<file path="config.mk">
export PLATFORM = sky130hd
export DESIGN_NAME = cmd_sched_flat
export DESIGN_NICKNAME = d
export VERILOG_FILES = /design/src/rtl/cmd_sched_if.sv /design/src/rtl/cmd_sched.sv /design/src/flat_wrapper.sv
export SDC_FILE = /design/constraint.sdc
export NUM_CORES = 1
export LEC_CHECK = 0
export CORE_ASPECT_RATIO = 1.75
export CORE_UTILIZATION = 50
export CTS_CLUSTER_SIZE = 16
export DETAILED_ROUTE_END_ITERATION = 10
export DONT_BUFFER_PORTS = 1
export GPL_TIMING_DRIVEN = 0
export PLACE_DENSITY_LB_ADDON = 0.08
export RECOVER_POWER = 100
export SLEW_MARGIN = 20
export SYNTH_ARGS = -nofsm -noshare
export SYNTH_HDL_FRONTEND = slang
export SYNTH_SLANG_ARGS = --single-unit
</file>
<file path="constraint.sdc">
create_clock -name clk -period 2.5 [get_ports clk]
set_input_delay 0.5 -clock clk [delete_from_list [all_inputs] [get_ports clk]]
set_output_delay 0.5 -clock clk [all_outputs]
set_load 0.02 [all_outputs]
</file>
<file path="src/rtl/cmd_sched_if.sv">
// Bundle between cmd_sched and its environment: the NREQ requesters and the
// snd_cmd command sender. The slave modport belongs to the scheduler. The
// master modport belongs to the environment, which drives the requests and
// resp_rcvd.
interface cmd_sched_if #(
    parameter int NREQ = 4
);
    // Handshake: a requester raises req[i] with stable req_start/req_len
    // fields and holds it. gnt[i] stays high for the whole transaction.
    // send pulses once per issued attempt. resp_rcvd is honoured only while
    // waiting. Exactly one of done[i]/err[i] pulses for one cycle to end the
    // transaction, and the requester then drops req[i]. A req left high is
    // taken as a fresh request.
    logic [NREQ-1:0]   req;
    logic [5*NREQ-1:0] req_start;
    logic [4*NREQ-1:0] req_len;
    logic [NREQ-1:0]   gnt;
    logic [NREQ-1:0]   done;
    logic [NREQ-1:0]   err;
    logic              send;
    logic [4:0]        cmd_start;
    logic [3:0]        cmd_len;
    logic              resp_rcvd;
    logic              busy;
    logic [1:0]        dbg_state;   // 0 IDLE, 1 ISSUE, 2 WAIT, 3 CMPL

    modport slave (
        input  req, req_start, req_len, resp_rcvd,
        output gnt, done, err, send, cmd_start, cmd_len, busy, dbg_state
    );

    modport master (
        output req, req_start, req_len, resp_rcvd,
        input  gnt, done, err, send, cmd_start, cmd_len, busy, dbg_state
    );
endinterface

</file>
<file path="src/rtl/cmd_sched.sv">
// cmd_sched: round-robin scheduler that shares one snd_cmd sender among NREQ
// requesters, with at most one command in flight at a time.
// Optional macro CMD_RETRY_EN: on a timeout, reissue the command up to
// MAX_RETRY times before reporting err.
// Every output is registered. The FSM state is visible on sched.dbg_state.
module cmd_sched #(
    parameter int NREQ      = 4,
    parameter int TIMEOUT   = 1000000,
    parameter int TMR_W     = 20,
    parameter int MAX_RETRY = 2
) (
    input  logic       clk,
    input  logic       rst_n,
    cmd_sched_if.slave sched
);
    localparam int PW = (NREQ > 1) ? $clog2(NREQ) : 1;

    // Catch illegal configurations at elaboration time.
    if (NREQ < 2 || NREQ > 8 || MAX_RETRY < 0 || TIMEOUT < 1 ||
        (64'(TIMEOUT) >= (64'(1) << TMR_W))) begin : g_bad_param
        $error("cmd_sched: illegal parameter combination");
    end

    typedef enum logic [1:0] {
        IDLE  = 2'd0,
        ISSUE = 2'd1,
        WAIT  = 2'd2,
        CMPL  = 2'd3
    } state_t;

    state_t            state_q;
    logic [PW-1:0]     rr_ptr_q;
    logic [PW-1:0]     sel_q;
    logic [TMR_W-1:0]  timer_q;
    logic [NREQ-1:0]   gnt_q;
    logic [NREQ-1:0]   done_q;
    logic [NREQ-1:0]   err_q;
    logic              send_q;
    logic              busy_q;
    logic [4:0]        cmd_start_q;
    logic [3:0]        cmd_len_q;

`ifdef CMD_RETRY_EN
    localparam int RW = (MAX_RETRY > 0) ? $clog2(MAX_RETRY + 1) : 1;
    logic [RW-1:0]     retry_q;
`endif

    // Arbitration result for the next grant.
    logic              sel_vld_d;
    logic [PW-1:0]     sel_d;
    logic [4:0]        start_d;
    logic [3:0]        len_d;
    logic              timeout_hit;

    assign timeout_hit = (timer_q == TMR_W'(TIMEOUT - 1));

    // Round-robin pick. The first pass covers indices at or above rr_ptr and
    // the second pass wraps around to the lower ones.
    always_comb begin
        sel_vld_d = 1'b0;
        sel_d     = '0;
        start_d   = 5'h00;
        len_d     = 4'h0;
        for (int i = 0; i < NREQ; i++) begin
            if (!sel_vld_d && sched.req[i] && (PW'(i) >= rr_ptr_q)) begin
                sel_vld_d = 1'b1;
                sel_d     = PW'(i);
                start_d   = sched.req_start[5*i +: 5];
                len_d     = sched.req_len[4*i +: 4];
            end
        end
        for (int i = 0; i < NREQ; i++) begin
            if (!sel_vld_d && sched.req[i]) begin
                sel_vld_d = 1'b1;
                sel_d     = PW'(i);
                start_d   = sched.req_start[5*i +: 5];
                len_d     = sched.req_len[4*i +: 4];
            end
        end
    end

    // Scheduler FSM. All outputs are registered here.
    always_ff @(posedge clk or negedge rst_n) begin
        if (!rst_n) begin
            state_q     <= IDLE;
            rr_ptr_q    <= '0;
            sel_q       <= '0;
            timer_q     <= '0;
            gnt_q       <= '0;
            done_q      <= '0;
            err_q       <= '0;
            send_q      <= 1'b0;
            busy_q      <= 1'b0;
            cmd_start_q <= 5'h00;
            cmd_len_q   <= 4'h0;
`ifdef CMD_RETRY_EN
            retry_q     <= '0;
`endif
        end else begin
            case (state_q)
                IDLE: begin
`ifdef CMD_RETRY_EN
                    retry_q <= '0;
`endif
                    if (sel_vld_d) begin
                        sel_q       <= sel_d;
                        gnt_q       <= NREQ'(1) << sel_d;
                        cmd_start_q <= start_d;
                        cmd_len_q   <= len_d;
                        send_q      <= 1'b1;
                        busy_q      <= 1'b1;
                        state_q     <= ISSUE;
                    end
                end
                ISSUE: begin
                    send_q  <= 1'b0;
                    timer_q <= '0;
                    state_q <= WAIT;
                end
                WAIT: begin
                    timer_q <= timer_q + TMR_W'(1);
                    if (sched.resp_rcvd) begin
                        done_q  <= gnt_q;
                        state_q <= CMPL;
                    end else if (timeout_hit) begin
`ifdef CMD_RETRY_EN
                        if (retry_q < RW'(MAX_RETRY)) begin
                            retry_q <= retry_q + RW'(1);
                            send_q  <= 1'b1;
                            state_q <= ISSUE;
                        end else begin
                            err_q   <= gnt_q;
                            state_q <= CMPL;
                        end
`else
                        err_q   <= gnt_q;
                        state_q <= CMPL;
`endif
                    end
                end
                CMPL: begin
                    done_q   <= '0;
                    err_q    <= '0;
                    gnt_q    <= '0;
                    busy_q   <= 1'b0;
                    rr_ptr_q <= (sel_q == PW'(NREQ - 1)) ? '0 : sel_q + PW'(1);
                    state_q  <= IDLE;
                end
                default: state_q <= IDLE;
            endcase
        end
    end

    assign sched.gnt       = gnt_q;
    assign sched.done      = done_q;
    assign sched.err       = err_q;
    assign sched.send      = send_q;
    assign sched.busy      = busy_q;
    assign sched.cmd_start = cmd_start_q;
    assign sched.cmd_len   = cmd_len_q;
    assign sched.dbg_state = state_q;
endmodule

</file>
<file path="src/flat_wrapper.sv">
// flat-port wrapper written by rule: the top's interface ports become plain ports
module cmd_sched_flat 
#(
    parameter int NREQ      = 4,
    parameter int TIMEOUT   = 1000000,
    parameter int TMR_W     = 20,
    parameter int MAX_RETRY = 2
)
  (clk, rst_n, sched_req, sched_req_start, sched_req_len, sched_resp_rcvd, sched_gnt, sched_done, sched_err, sched_send, sched_cmd_start, sched_cmd_len, sched_busy, sched_dbg_state);
  cmd_sched_if #(.NREQ(NREQ)) sched_i ();
  input  logic clk;
  input  logic rst_n;
  input wire logic [$bits(sched_i.req)-1:0] sched_req;
  input wire logic [$bits(sched_i.req_start)-1:0] sched_req_start;
  input wire logic [$bits(sched_i.req_len)-1:0] sched_req_len;
  input wire logic [$bits(sched_i.resp_rcvd)-1:0] sched_resp_rcvd;
  output wire logic [$bits(sched_i.gnt)-1:0] sched_gnt;
  output wire logic [$bits(sched_i.done)-1:0] sched_done;
  output wire logic [$bits(sched_i.err)-1:0] sched_err;
  output wire logic [$bits(sched_i.send)-1:0] sched_send;
  output wire logic [$bits(sched_i.cmd_start)-1:0] sched_cmd_start;
  output wire logic [$bits(sched_i.cmd_len)-1:0] sched_cmd_len;
  output wire logic [$bits(sched_i.busy)-1:0] sched_busy;
  output wire logic [$bits(sched_i.dbg_state)-1:0] sched_dbg_state;
  assign sched_i.req = sched_req;
  assign sched_i.req_start = sched_req_start;
  assign sched_i.req_len = sched_req_len;
  assign sched_i.resp_rcvd = sched_resp_rcvd;
  assign sched_gnt = sched_i.gnt;
  assign sched_done = sched_i.done;
  assign sched_err = sched_i.err;
  assign sched_send = sched_i.send;
  assign sched_cmd_start = sched_i.cmd_start;
  assign sched_cmd_len = sched_i.cmd_len;
  assign sched_busy = sched_i.busy;
  assign sched_dbg_state = sched_i.dbg_state;
  cmd_sched #(.NREQ(NREQ), .TIMEOUT(TIMEOUT), .TMR_W(TMR_W), .MAX_RETRY(MAX_RETRY)) u_core (.clk(clk), .rst_n(rst_n), .sched(sched_i));
endmodule
</file>
After elaboration in Yosys (flattened, before gate mapping):

Cells that the tools add are included.

* add/subtract/negate cells: 2
* $lt $le $gt $ge: 4
* equal/unequal tests: 10
* shifts and indexed selects: 1
* muxes and demuxes: 47
* reduce and logical (&&, ||, !) cells: 29

Operators with widths (count)
* $mux 4: 12
* $mux 5: 8
* $pmux 20 s2: 1
* $pmux 4 s2: 3
* $add 20x1->20 const B: 1
* $eq 20x20->1 const B: 1
* $mux 2: 10
* $logic_and 1x1->1: 11
* $mux 1: 10
* $reduce_and 2->1: 5
* $pmux 2 s4: 1
* $reduce_bool 2->1: 4
* $logic_not 1->1: 7
* $eq 2x2->1 const B: 3
* $ge 1x2->1 const A: 2
* $ge 2x2->1 const A: 2
* $ne 2x1->1 const B: 2
* $ne 2x2->1 const B: 2
* $pmux 1 s2: 2
* $shl 1x2->4 const A: 1
* $ne 3x2->1 const B: 1
* $reduce_and 3->1: 1
* $add 2x1->2 const B: 1
* $eq 2x1->1 const B: 1
* $logic_not 2->1: 1

* register bits: 49
* input bits: 43
* output and inout port bits: 25
* word-level logic and storage cells: 104

Depth between registers and ports, before layout:

* word-level depth: 30
* mapped depth: 8
* gate-level depth less buffers: 7

Worst setup path before layout:

Ideal clock, no wire load.

* path type: flip-flop to flip-flop
* from: reg u_core.state_q[0] (netlist: u_core.sched.dbg_state[0])
* to: reg u_core.timer_q[15]
* data arrival time: 1.895 ns
* required time: 2.368 ns
* setup slack: 0.474 ns
* cell stages (with the launch flop): 9
* path buffers: 1
* period minus slack after synthesis: 2.026 ns
* cell sequence: dfrtp_1 -> inv_1 -> ha_1 -> clkbuf_1 -> and3_1 -> nand3_1 -> nor3_1 -> xnor2_1 -> nor2_1

* cells in the longest elaborated chain, start to end: 2
* elaborated cells between the ends (all ways): 4

Ends and longest elaborated chain
* from (decl): line cmd_sched.sv:31 `state_t state_q;`
* from (signal assigned): line cmd_sched.sv:85 `state_q <= IDLE;`
* from (signal assigned): line cmd_sched.sv:112 `state_q <= ISSUE;`
* from (signal assigned): line cmd_sched.sv:118 `state_q <= WAIT;`
* $eq 2x2->1 / $eq 2x1->1 (equally long branches): line cmd_sched.sv:100 `case (state_q)`
* $pmux 20 s2 / $reduce_bool 2->1 (equally long branches)
* to (signal assigned): line cmd_sched.sv:121 `timer_q <= timer_q + TMR_W'(1);`
* to (decl): line cmd_sched.sv:34 `logic [TMR_W-1:0] timer_q;`

Parallel ways exist; a longest one is shown, timed or not.
A chain may end at the register's enable or synchronous reset.

Worst setup path in the final report:

* from: reg u_core.state_q[0] (netlist: u_core.sched.dbg_state[0])
* to: reg u_core.timer_q[19]

Same word-level chain as after synthesis.

==> results.txt <==
status: finished clean
Core Area: 5930 µm²
CP max stage cell: dfrtp_1
Leak: 1.37 nW
WP buf/inv: 1
Final Hold Viols: 0
Final ANT Viol Nets: 0
actual slew at the worst max-slew pin: 1.24 ns
DR pass1 iterations: 4
worst setup path class: reg -> reg
worst setup margin: 0.298 ns
Min-Delay Path Class: in -> reg
DR iter-0 viols: 182
Post-synth EDFFs: 0
CP max stage delay: 0.57 ns
max frequency: 454 MHz
Vias per Instance: 6.29
layout cells sized above 1: 8.36%
input/output buffers: 0
WP data arrival: 2.41 ns
I/O pin cnt: 68
Fin Setup TNS: 0 ns
Skew-Pair Late Insertion Delay: 0.32 ns
setup violators final: 0
GR Overflow Total: 0
Layout area overhead: 5.72%
TritonCTS Buffers: 5
DP Area: 3200 µm²
Post-route DRC: 0
post-DP HPWL: 5840 µm
Total GRT Usage: 25.8%
routability cong.: 0.896
H-tree levels: 2
ranking of synthesized cells by area: dfrtp_1 40%, nand2_1 4.6%, o21ai_0 4.2%, nor2_1 3.1%, a22o_1 3.1%
# nets final: 397
VDD IR-drop max: 0.626 mV
die height: 106 µm
CTS tree: done
first-pass GRT wire length: 12500 µm
fin. max-slew vios: 0
crit path cell chain: inv_1 > ha_1 > and3_1 > nand3_1 > nor3_1 > xnor2_1 > nor2_1
Die W: 61.6 µm
area leader, netlist: dfrtp_1
Initial Utilization: 52.4%
period utilization: 88.1%
die area: 6540 µm²
Clock Tree Buf Depth: 2
Design Area, Final: 3280 µm²
drt total wl: 8020 µm
Avg Cell Area, Syn: 9.13 µm²
Seq/Total Area, Yosys: 39.5%
DR WL/cell: 18.9 µm
total power: 3.35 mW
power per cell area: 1020 nW/µm²
min cycle time layout: 2.20 ns
crit-path leading delay family: simple AND/OR/NAND/NOR gates
Place WS: -0.00870 ns
postcts setup bufs: 0
placed insts: 418
row count: 37
Worst slew margin: 17.6%
predominant post-synthesis flop cell: dfrtp_1
non-filler cells, final: 425
Crit. End Element: register
Post-synth ARST share: 100%
Setup crit start kind: register
worst hold slack: 0.335 ns
final setup skew: 0.00891 ns
initial antenna violation count: 0
Gate Count Post-Synth: 340
ANT cells: 0
Synth Warn #: 0
Critical Path RT: 2.70 ns
detailed-route via count: 2674
share of the synthesized area in the top cell type: 39.5%
vias in the first global route: 2610
Post-Route Utilization: 55.4%
Post-Syn Area: 3100 µm²
largest net degree at the start of global routing: 50
Reg clk slew, reported paths: 0.10 ns
Post-Syn Nets: 390
Synth cell types: 54
FF+latch count, synth: 49
clk sink count: 49
commonest non-fill, non-tap cell in the layout: dfrtp_1
RSZ-0062 raised after global routing: no
Max-cap violations: 0
crit-path max FO: 10
most frequent cells in the layout: 49 x dfrtp_1, 39 x nand2_1, 26 x nor2_1, 26 x o21ai_0, 14 x nand3_1
Root Buffer: clkbuf_8
## state kept, by name (all words and copies together), names as in the netlist
name and flops:
u_core.sched.cmd_start 5, u_core.sched.err 4, u_core.sched.gnt 4, u_core.sel_q 2, u_core.sched.done 4, u_core.rr_ptr_q 2
u_core.sched.busy 1, u_core.sched.cmd_len 4, u_core.timer_q 20, u_core.sched.send 1, u_core.sched.dbg_state 2
## routing by layer
layer,track usage (%),wire (µm),vias to the layer above
met5,0,0,-
met4,11.4,108,0
met3,5.23,541,8
met2,44.4,4340,98
met1,29.4,3030,1297
li1,-,-,1271
## where the power goes
part	internal [mW]	switching, mW	leakage (nW)	total [mW]
registers	0.991	0.374	0.647	1.37
clock network	0.221	0.279	0.0443	0.499
logic	0.568	0.914	0.681	1.48
total	1.78	1.57	1.37	3.35
## synth_stat cells (7+ instances only)
library cell	n
clkbuf_1	8
ha_1	7
inv_1	11
o21ai_0	26
dfrtp_1	49
a21oi_1	10
a221o_1	8
nand4_1	9
a22o_1	11
nand3_1	14
xor2_1	9
nand2_1	38
nor2_1	26
## cell families (layout without fill, tap and decap cells)
| group | after synthesis | in the layout | synth area share (%) |
|---|---|---|---|
| XOR/XNOR | 13 | 13 | 3.67 |
| adder cells (fa/ha/maj) | 7 | 7 | 2.82 |
| buffers and inverters | 29 | 36 | 4.43 |
| AO/OA/AOI/OAI | 99 | 99 | 23.6 |
| flip-flops | 49 | 49 | 39.5 |
| multiplexers | 4 | 4 | 1.33 |
| AND/OR/NAND/NOR | 139 | 139 | 24.6 |
## timing repair
action | 4_1_cts | 5_1_grt
hold buffers | 1 | 0
hold endpoints to repair | 49 | 0
gates resized for setup | 1 | 1
pin swaps | 0 | 0
endpoints found under the setup margin | 4 | 10
## worst reg2reg max path, cell delays in order (launching register included)
cell and delay [ns]:
dfrtp_1 0.57, inv_1 0.14, ha_1 0.46, and3_1 0.27, nand3_1 0.18, nor3_1 0.27
xnor2_1 0.15, nor2_1 0.05
## path summary, 6_finish.rpt
path                                                  startpoint                                    end  slack [ns]  cells after the start
setup reg to reg           u_core.sched.dbg_state[0]$_DFFE_PN0P_         u_core.timer_q[19]$_DFFE_PN0P_        0.30                      7
setup / recovery           u_core.sched.dbg_state[0]$_DFFE_PN0P_         u_core.timer_q[19]$_DFFE_PN0P_        0.30                      7
max in group asynchronous                                  rst_n       u_core.sched.done[0]$_DFFE_PN0P_        1.31                      1
min in group asynchronous                                  rst_n  u_core.sched.cmd_start[0]$_DFFE_PN0P_        0.42                      1
hold reg to reg                      u_core.sel_q[0]$_DFFE_PN0P_         u_core.rr_ptr_q[0]$_DFFE_PN0P_        0.49                      1
hold / removal                                  sched_req_len[1]    u_core.sched.cmd_len[1]$_DFFE_PN0P_        0.33                      1
## final cells by class
type | count | area, µm²
clock buffers | 7 | 86.3
flip-flops and latches | 49 | 1230
multi-input cells | 262 | 1740
fillers | 608 | 2640
repair buffers | 1 | 5.00
plain buffers | 16 | 86.3
inverters | 12 | 45.0
well taps | 78 | 97.6
(Power assumes the default switching activity.)
